File: config.mk
export PLATFORM = sky130hd
export DESIGN_NAME = multicycle_control
export DESIGN_NICKNAME = d
export VERILOG_FILES = /design/src/rtl/mips_ctrl_pkg.sv /design/src/rtl/mc_output_decode.sv /design/src/rtl/multicycle_control.sv
export SDC_FILE = /design/constraint.sdc
export NUM_CORES = 1
export LEC_CHECK = 0
export CAP_MARGIN = 20
export CORE_MARGIN = 5
export CORE_UTILIZATION = 48
export CTS_CLUSTER_DIAMETER = 50
export DETAILED_ROUTE_END_ITERATION = 16
export PLACE_DENSITY = 0.82
export SKIP_LAST_GASP = 1
export SYNTH_ARGS = -nofsm -noshare
export SYNTH_HDL_FRONTEND = slang
export SYNTH_SLANG_ARGS = --single-unit
File: constraint.sdc
create_clock -name clk -period 2.5 [get_ports clk]
set_clock_uncertainty 0.1 [all_clocks]
set_input_delay 0.375 -clock clk [delete_from_list [all_inputs] [get_ports clk]]
set_output_delay 0.375 -clock clk [all_outputs]
set_load 0.02 [all_outputs]
File: src/rtl/mips_ctrl_pkg.sv
// mips_ctrl_pkg: shared state, opcode, ALU and select encodings for the multi-cycle controller
package mips_ctrl_pkg;

    typedef enum logic [3:0] {
        RST, FETCH, DECODE, MEM_ADDR, MEM_READ, MEM_WB, MEM_WRITE,
        R_EXEC, R_WB, I_EXEC, I_WB, BRANCH, JUMP, ILLEGAL
    } stateT;

    localparam logic [5:0] R_TYPE = 6'h00;
    localparam logic [5:0] J      = 6'h02;
    localparam logic [5:0] BEQ    = 6'h04;
    localparam logic [5:0] BNE    = 6'h05;
    localparam logic [5:0] ADDI   = 6'h08;
    localparam logic [5:0] ORI    = 6'h0d;
    localparam logic [5:0] LW     = 6'h23;
    localparam logic [5:0] SW     = 6'h2b;

    localparam logic [2:0] ALU_ADD   = 3'b000;
    localparam logic [2:0] ALU_SUB   = 3'b001;
    localparam logic [2:0] ALU_ADDI  = 3'b100;
    localparam logic [2:0] ALU_ORI   = 3'b101;
    localparam logic [2:0] ALU_RTYPE = 3'b111;

    localparam logic [1:0] SRCB_RT     = 2'b00;
    localparam logic [1:0] SRCB_FOUR   = 2'b01;
    localparam logic [1:0] SRCB_IMM    = 2'b10;
    localparam logic [1:0] SRCB_IMMSH2 = 2'b11;

    localparam logic [1:0] PCSRC_ALU    = 2'b00;
    localparam logic [1:0] PCSRC_ALUOUT = 2'b01;
    localparam logic [1:0] PCSRC_JUMP   = 2'b10;

    typedef struct packed {
        logic       pcWrite;
        logic       pcWriteCondEq;
        logic       pcWriteCondNe;
        logic       iorD;
        logic       memRead;
        logic       memWrite;
        logic       irWrite;
        logic       memToReg;
        logic       regDst;
        logic       regWrite;
        logic       aluSrcA;
        logic [1:0] aluSrcB;
        logic [2:0] aluOp;
        logic [1:0] pcSource;
        logic       illegalOp;
    } ctrlT;

    function automatic stateT decodeNext(input logic [5:0] op);
        case (op)
            R_TYPE:    return R_EXEC;
            ADDI, ORI: return I_EXEC;
            LW, SW:    return MEM_ADDR;
            BEQ, BNE:  return BRANCH;
            J:         return JUMP;
            default:   return ILLEGAL;
        endcase
    endfunction

endpackage

File: src/rtl/mc_output_decode.sv
// mc_output_decode: maps controller state, latched opcode and memory ready to the datapath control vector
module mc_output_decode
    import mips_ctrl_pkg::*;
(
    input  stateT      state,
    input  logic [5:0] op,
    input  logic       memReady,
    output ctrlT       ctrl
);

    // Moore decode per state; only the FETCH IR/PC loads follow memReady
    always_comb begin
        ctrl = '0;
        case (state)
            FETCH: begin
                ctrl.memRead = 1'b1;
                ctrl.irWrite = memReady;
                ctrl.pcWrite = memReady;
                ctrl.aluSrcB = SRCB_FOUR;
                ctrl.aluOp   = ALU_ADD;
            end
            DECODE: begin
                ctrl.aluSrcB = SRCB_IMMSH2;
                ctrl.aluOp   = ALU_ADD;
            end
            MEM_ADDR: begin
                ctrl.aluSrcA = 1'b1;
                ctrl.aluSrcB = SRCB_IMM;
                ctrl.aluOp   = ALU_ADD;
            end
            MEM_READ: begin
                ctrl.memRead = 1'b1;
                ctrl.iorD    = 1'b1;
            end
            MEM_WB: begin
                ctrl.memToReg = 1'b1;
                ctrl.regWrite = 1'b1;
            end
            MEM_WRITE: begin
                ctrl.memWrite = 1'b1;
                ctrl.iorD     = 1'b1;
            end
            R_EXEC: begin
                ctrl.aluSrcA = 1'b1;
                ctrl.aluOp   = ALU_RTYPE;
            end
            R_WB: begin
                ctrl.regDst   = 1'b1;
                ctrl.regWrite = 1'b1;
                ctrl.aluOp    = ALU_RTYPE;
            end
            I_EXEC: begin
                ctrl.aluSrcA = 1'b1;
                ctrl.aluSrcB = SRCB_IMM;
                ctrl.aluOp   = (op == ORI) ? ALU_ORI : ALU_ADDI;
            end
            I_WB: begin
                ctrl.regWrite = 1'b1;
                ctrl.aluOp    = (op == ORI) ? ALU_ORI : ALU_ADDI;
            end
            BRANCH: begin
                ctrl.aluSrcA       = 1'b1;
                ctrl.aluSrcB       = SRCB_RT;
                ctrl.aluOp         = ALU_SUB;
                ctrl.pcSource      = PCSRC_ALUOUT;
                ctrl.pcWriteCondEq = (op == BEQ);
                ctrl.pcWriteCondNe = (op == BNE);
            end
            JUMP: begin
                ctrl.pcSource = PCSRC_JUMP;
                ctrl.pcWrite  = 1'b1;
            end
            ILLEGAL: ctrl.illegalOp = 1'b1;
            default: ctrl = '0;
        endcase
    end

endmodule

File: src/rtl/multicycle_control.sv
// multicycle_control: Moore sequencing FSM for the multi-cycle MIPS datapath with a retired-instruction counter
module multicycle_control
    import mips_ctrl_pkg::*;
#(
    parameter int CNT_WIDTH = 16
) (
    input  logic                 clk,
    input  logic                 reset,
    input  logic [5:0]           OP,
    input  logic                 mem_ready,
    output logic                 PCWrite,
    output logic                 PCWriteCondEQ,
    output logic                 PCWriteCondNE,
    output logic                 IorD,
    output logic                 MemRead,
    output logic                 MemWrite,
    output logic                 IRWrite,
    output logic                 MemtoReg,
    output logic                 RegDst,
    output logic                 RegWrite,
    output logic                 ALUSrcA,
    output logic [1:0]           ALUSrcB,
    output logic [2:0]           ALUOp,
    output logic [1:0]           PCSource,
    output logic                 illegal_op,
    output logic [CNT_WIDTH-1:0] retired
);

    localparam logic [CNT_WIDTH-1:0] ONE = {{(CNT_WIDTH-1){1'b0}}, 1'b1};

    stateT      state;
    stateT      nextState;
    logic [5:0] opReg;
    logic       retire;
    ctrlT       ctrl;
    ctrlT       ctrlOut;

    // Next-state selection; terminal states and unknown encodings fall back to FETCH
    always_comb begin
        nextState = FETCH;
        case (state)
            RST:       nextState = FETCH;
            FETCH:     nextState = mem_ready ? DECODE : FETCH;
            DECODE:    nextState = decodeNext(OP);
            MEM_ADDR:  nextState = (OP == LW) ? MEM_READ : MEM_WRITE;
            MEM_READ:  nextState = mem_ready ? MEM_WB : MEM_READ;
            MEM_WRITE: nextState = mem_ready ? FETCH : MEM_WRITE;
            R_EXEC:    nextState = R_WB;
            I_EXEC:    nextState = I_WB;
            default:   nextState = FETCH;
        endcase
    end

    assign retire = (state inside {MEM_WB, R_WB, I_WB, BRANCH, JUMP}) || (state == MEM_WRITE && mem_ready);

    // State register, opcode latch (keeps OP out of the output path) and retired counter
    always_ff @(posedge clk) begin
        if (reset) begin
            state   <= RST;
            opReg   <= '0;
            retired <= '0;
        end else begin
            state <= nextState;
            if (state == DECODE) opReg <= OP;
            if (retire) retired <= retired + ONE;
        end
    end

    mc_output_decode uDecode (
        .state    (state),
        .op       (opReg),
        .memReady (mem_ready),
        .ctrl     (ctrl)
    );

    // A reset cycle must never issue a strobe, even if the state register holds a write state
    assign ctrlOut = reset ? '0 : ctrl;

    assign PCWrite       = ctrlOut.pcWrite;
    assign PCWriteCondEQ = ctrlOut.pcWriteCondEq;
    assign PCWriteCondNE = ctrlOut.pcWriteCondNe;
    assign IorD          = ctrlOut.iorD;
    assign MemRead       = ctrlOut.memRead;
    assign MemWrite      = ctrlOut.memWrite;
    assign IRWrite       = ctrlOut.irWrite;
    assign MemtoReg      = ctrlOut.memToReg;
    assign RegDst        = ctrlOut.regDst;
    assign RegWrite      = ctrlOut.regWrite;
    assign ALUSrcA       = ctrlOut.aluSrcA;
    assign ALUSrcB       = ctrlOut.aluSrcB;
    assign ALUOp         = ctrlOut.aluOp;
    assign PCSource      = ctrlOut.pcSource;
    assign illegal_op    = ctrlOut.illegalOp;

endmodule
==> impl_metrics.csv <==
group,metric,value,unit
run_status,status,"completed",
clock_network,cts_root_buffer,"clkbuf_4",
logic_synthesis,ys_warn_count,0,
power,seq_power_share,56.6,%
min_path,hold_class,"flop to flop",
logic_synthesis,syn_nets,222,
logic_synthesis,avgSynthCellArea,7.430,sq um
floorplanning,fp.coreArea,0.003103,sq mm
detailed_routing,drc,0,
power,comb_power_share,15.6,%
detailed_routing,wirelength,3890,um
clock_network,insertion_delay,320,ps
cells_and_area,syn2layout_area_growth,35.19,%
critical_path,max_stage_delay,600,ps
flow_run,maxCapViolCount,0,
clock_network,ctsHtreeMaxLevel,1,
sta,fmax,0.4089,GHz
cells_and_area,final_cell_mix,"31 x clkdlybuf4s50_1, 26 x dfxtp_1, 25 x nand2_1",
cells_and_area,drive_gt1_share,9.375,%
floorplanning,die_h,67.29,um
logic_synthesis,ys_ff_latch,26,
floorplanning,start_util,50.77,%
detailed_routing,via_per_inst,5.380,
critical_path,r2r_end,"retired[15]",
critical_path,cp.required,2030,ps
grt,grt_max_degree,22,
power,powerDensity,350.3,mW/mm^2
sta,maxSlewHeadroom,54.20,%
cells_and_area,final_area,0.002130,sq mm
detailed_routing,ant_nets,0,
sta,setup_viol,0,
critical_path,crit_slowest_cell,"clkdlybuf4s50_1",
detailed_routing,post_drt_wl_per_cell,12.97,um
sta,fin_tns_setup,0,ps
min_path,min_path_cells,2,
clock_network,cts_setup_buffers,0,
power,power.share.switching,25.05,%
critical_path,path_class,"input pin to primary output",
floorplanning,row_count,20,
floorplanning,die_w,67.29,um
clock_network,ctsHoldBuffers,0,
detailed_routing,first_pass_iters,4,
placed_design,place_area,0.002087,sq mm
placed_design,numPortBuffers,43,
placed_design,dp.final_hpwl,2901,um
grt,antenna_found_initial,0,
placed_design,dp_cells,296,
cells_and_area,diodes,0,
power,power_frac_clock,27.7,%
min_path,hp-start,"opReg[1]",
grt,grt_usage,17.94,%
critical_path,reg2reg_from,"state[3]",
critical_path,crit_fanout,3,
clock_network,cts_buffers,3,
sta,period_share,97.82,%
critical_path,cp_common_cell,"clkdlybuf4s50_1",
sta,worst_pin_slew,681.8,ps
critical_path,startpoint_type,"input pin",
power,leakage,0.0008116,uW
logic_synthesis,synthDistinctLibCells,38,
critical_path,crit_chain,"clkdlybuf4s50_1, or3_1, inv_1, clkdlybuf4s50_1",
detailed_routing,vias,1614,
sta,period_needed,2445,ps
detailed_routing,drt_iter0_markers,125,
grt,grt_pass1_wl,6430,um
critical_path,endpoint_kind,"primary output",
logic_synthesis,syn_inst,212,
sta,whs,369.9,ps
floorplanning,dieArea,0.004527,sq mm
critical_path,r2r_slack,360,ps
critical_path,crit_arrival,1970,ps
floorplanning,io_pins,44,
clock_network,clock_path_buffers,2,
cells_and_area,fin_nets,267,
clock_network,clkTransAtPathRegs,140,ps
grt,grt_pass1_vias,1482,
cells_and_area,final_common_cell,"clkdlybuf4s50_1",
sta,slew_violations,0,
logic_synthesis,syn_area,0.001575,sq mm
power,total_power,746.0,uW
cells_and_area,layout.cells.non_filler,300,
min_path,hold_path_end,"opReg[1]",
sta,final-hold-violation-count,0,
clock_network,cts_tree,"done",
critical_path,reg2regPathDepth,6,
clock_network,cts_sinks,26,
grt,grt.overflow.total,0,
power,p_int,559.1,uW
placed_design,gp_congestion,0.8755,
power,peakVddDrop,0.4057,mV
logic_synthesis,yosysSeqAreaShare,33.04,%
power,switchingPower,186.9,uW
metrics by stage:
stage               utilization, %  setup slack (ps)
global route                 68.63            -1.631
floorplan                        -             171.1
global placement             67.26            -170.3
detailed placement           67.26            -195.7
CTS                          68.35            -32.37
finish                       68.63             54.58
kinds of logic after synthesis:
group	synth area share, %
compound gates	14.54
xor+xnor	8.340
fa+ha+maj	0.7942
buf+inv	4.289
flops	33.04
mux	0.7148
simple gates	38.28
Yosys cell counts, drive strengths merged:
cell     n  area (sq um)
or2      1         6.260
o2111a   1         11.26
ha       1         12.51
dfxtp   26         520.5
nand2b   6         37.54
nor3b    1         7.510
xnor2   15         131.4
o31ai    1         7.510
nand2   25         93.84
o22ai    2         12.51
a211oi   2         15.01
clkinv   1         3.750
and4b    1         10.01
or4b     1         10.01
nor4    10         62.56
nor2b    9         56.30
and2     2         12.51
or3      5         36.28
o32a     1         10.01
mux2     1         11.26
inv      4         15.01
o311a    1         21.27
nor4b    4         35.03
clkbuf  10         37.54
a31o     1         8.760
nor3    13         65.06
buf      3         11.26
and4     2         17.52
nor2    24         90.09
o21ai    4         20.02
and3     3         18.77
a31oi    1         6.260
a21boi   1         7.510
a21oi   20         100.1
nand4    3         18.77
o31a     1         8.760
nand3    5         25.02
critical path: cells and delay by family:
family,cells,cell delay (ps)
buffers and inverters,3,1140
AND/OR/NAND/NOR,1,460
how the worst max path moves through the flow:
stage | start | end | slack (ps) | cells after the start
final | reset | PCSource[0] | 50 | 4
after global routing | state[0] | RegWrite | -2 | 5
after CTS | opReg[1] | ALUOp[0] | -30 | 5
after detailed placement | reset | PCWriteCondNE | -200 | 4
after global placement | reset | PCWriteCondNE | -170 | 4
after floorplan | state[1] | PCWriteCondNE | 170 | 4
flip-flops by register name, summed over array words and instances, names as in the netlist:
signal	flops
opReg	6
state	4
retired	16
layout make-up:
| cell class | count | area [sq um] |
|---|---|---|
| fillers | 280 | 973.4 |
| repair buffers | 53 | 501.7 |
| well taps | 44 | 55.05 |
| flip-flops and latches | 26 | 520.5 |
| clock buffers | 4 | 36.28 |
| inverters | 5 | 18.77 |
| multi-input cells | 168 | 997.2 |
metal layers:
layer  GRT usage (%)  part of all wire [%]  wire, um  up-vias
met2           30.67                    48      1862       36
met1           22.62                    46      1795      741
met4           3.797                  0.49        19        0
met3           4.659                   5.4       212        4
met5               0                     0         0        -
li1                -                     -         -      833
what timing repair did:
action / 4_1_cts / 5_1_grt
cloned: 0 / 0
gates resized for setup: 9 / 15
pin swaps: 0 / 0
setup endpoints to repair: 10 / 9
power groups by stage:
stage               combinational (uW)  clock (uW)  sequential (uW)
finish                             117         207              422
global route                       127         233              424
CTS                                116         214              422
detailed placement                 115           0              431
global placement                   114           0              431
floorplan                         66.0           0              432
No activity file was read; power rests on OpenSTA's default activity.
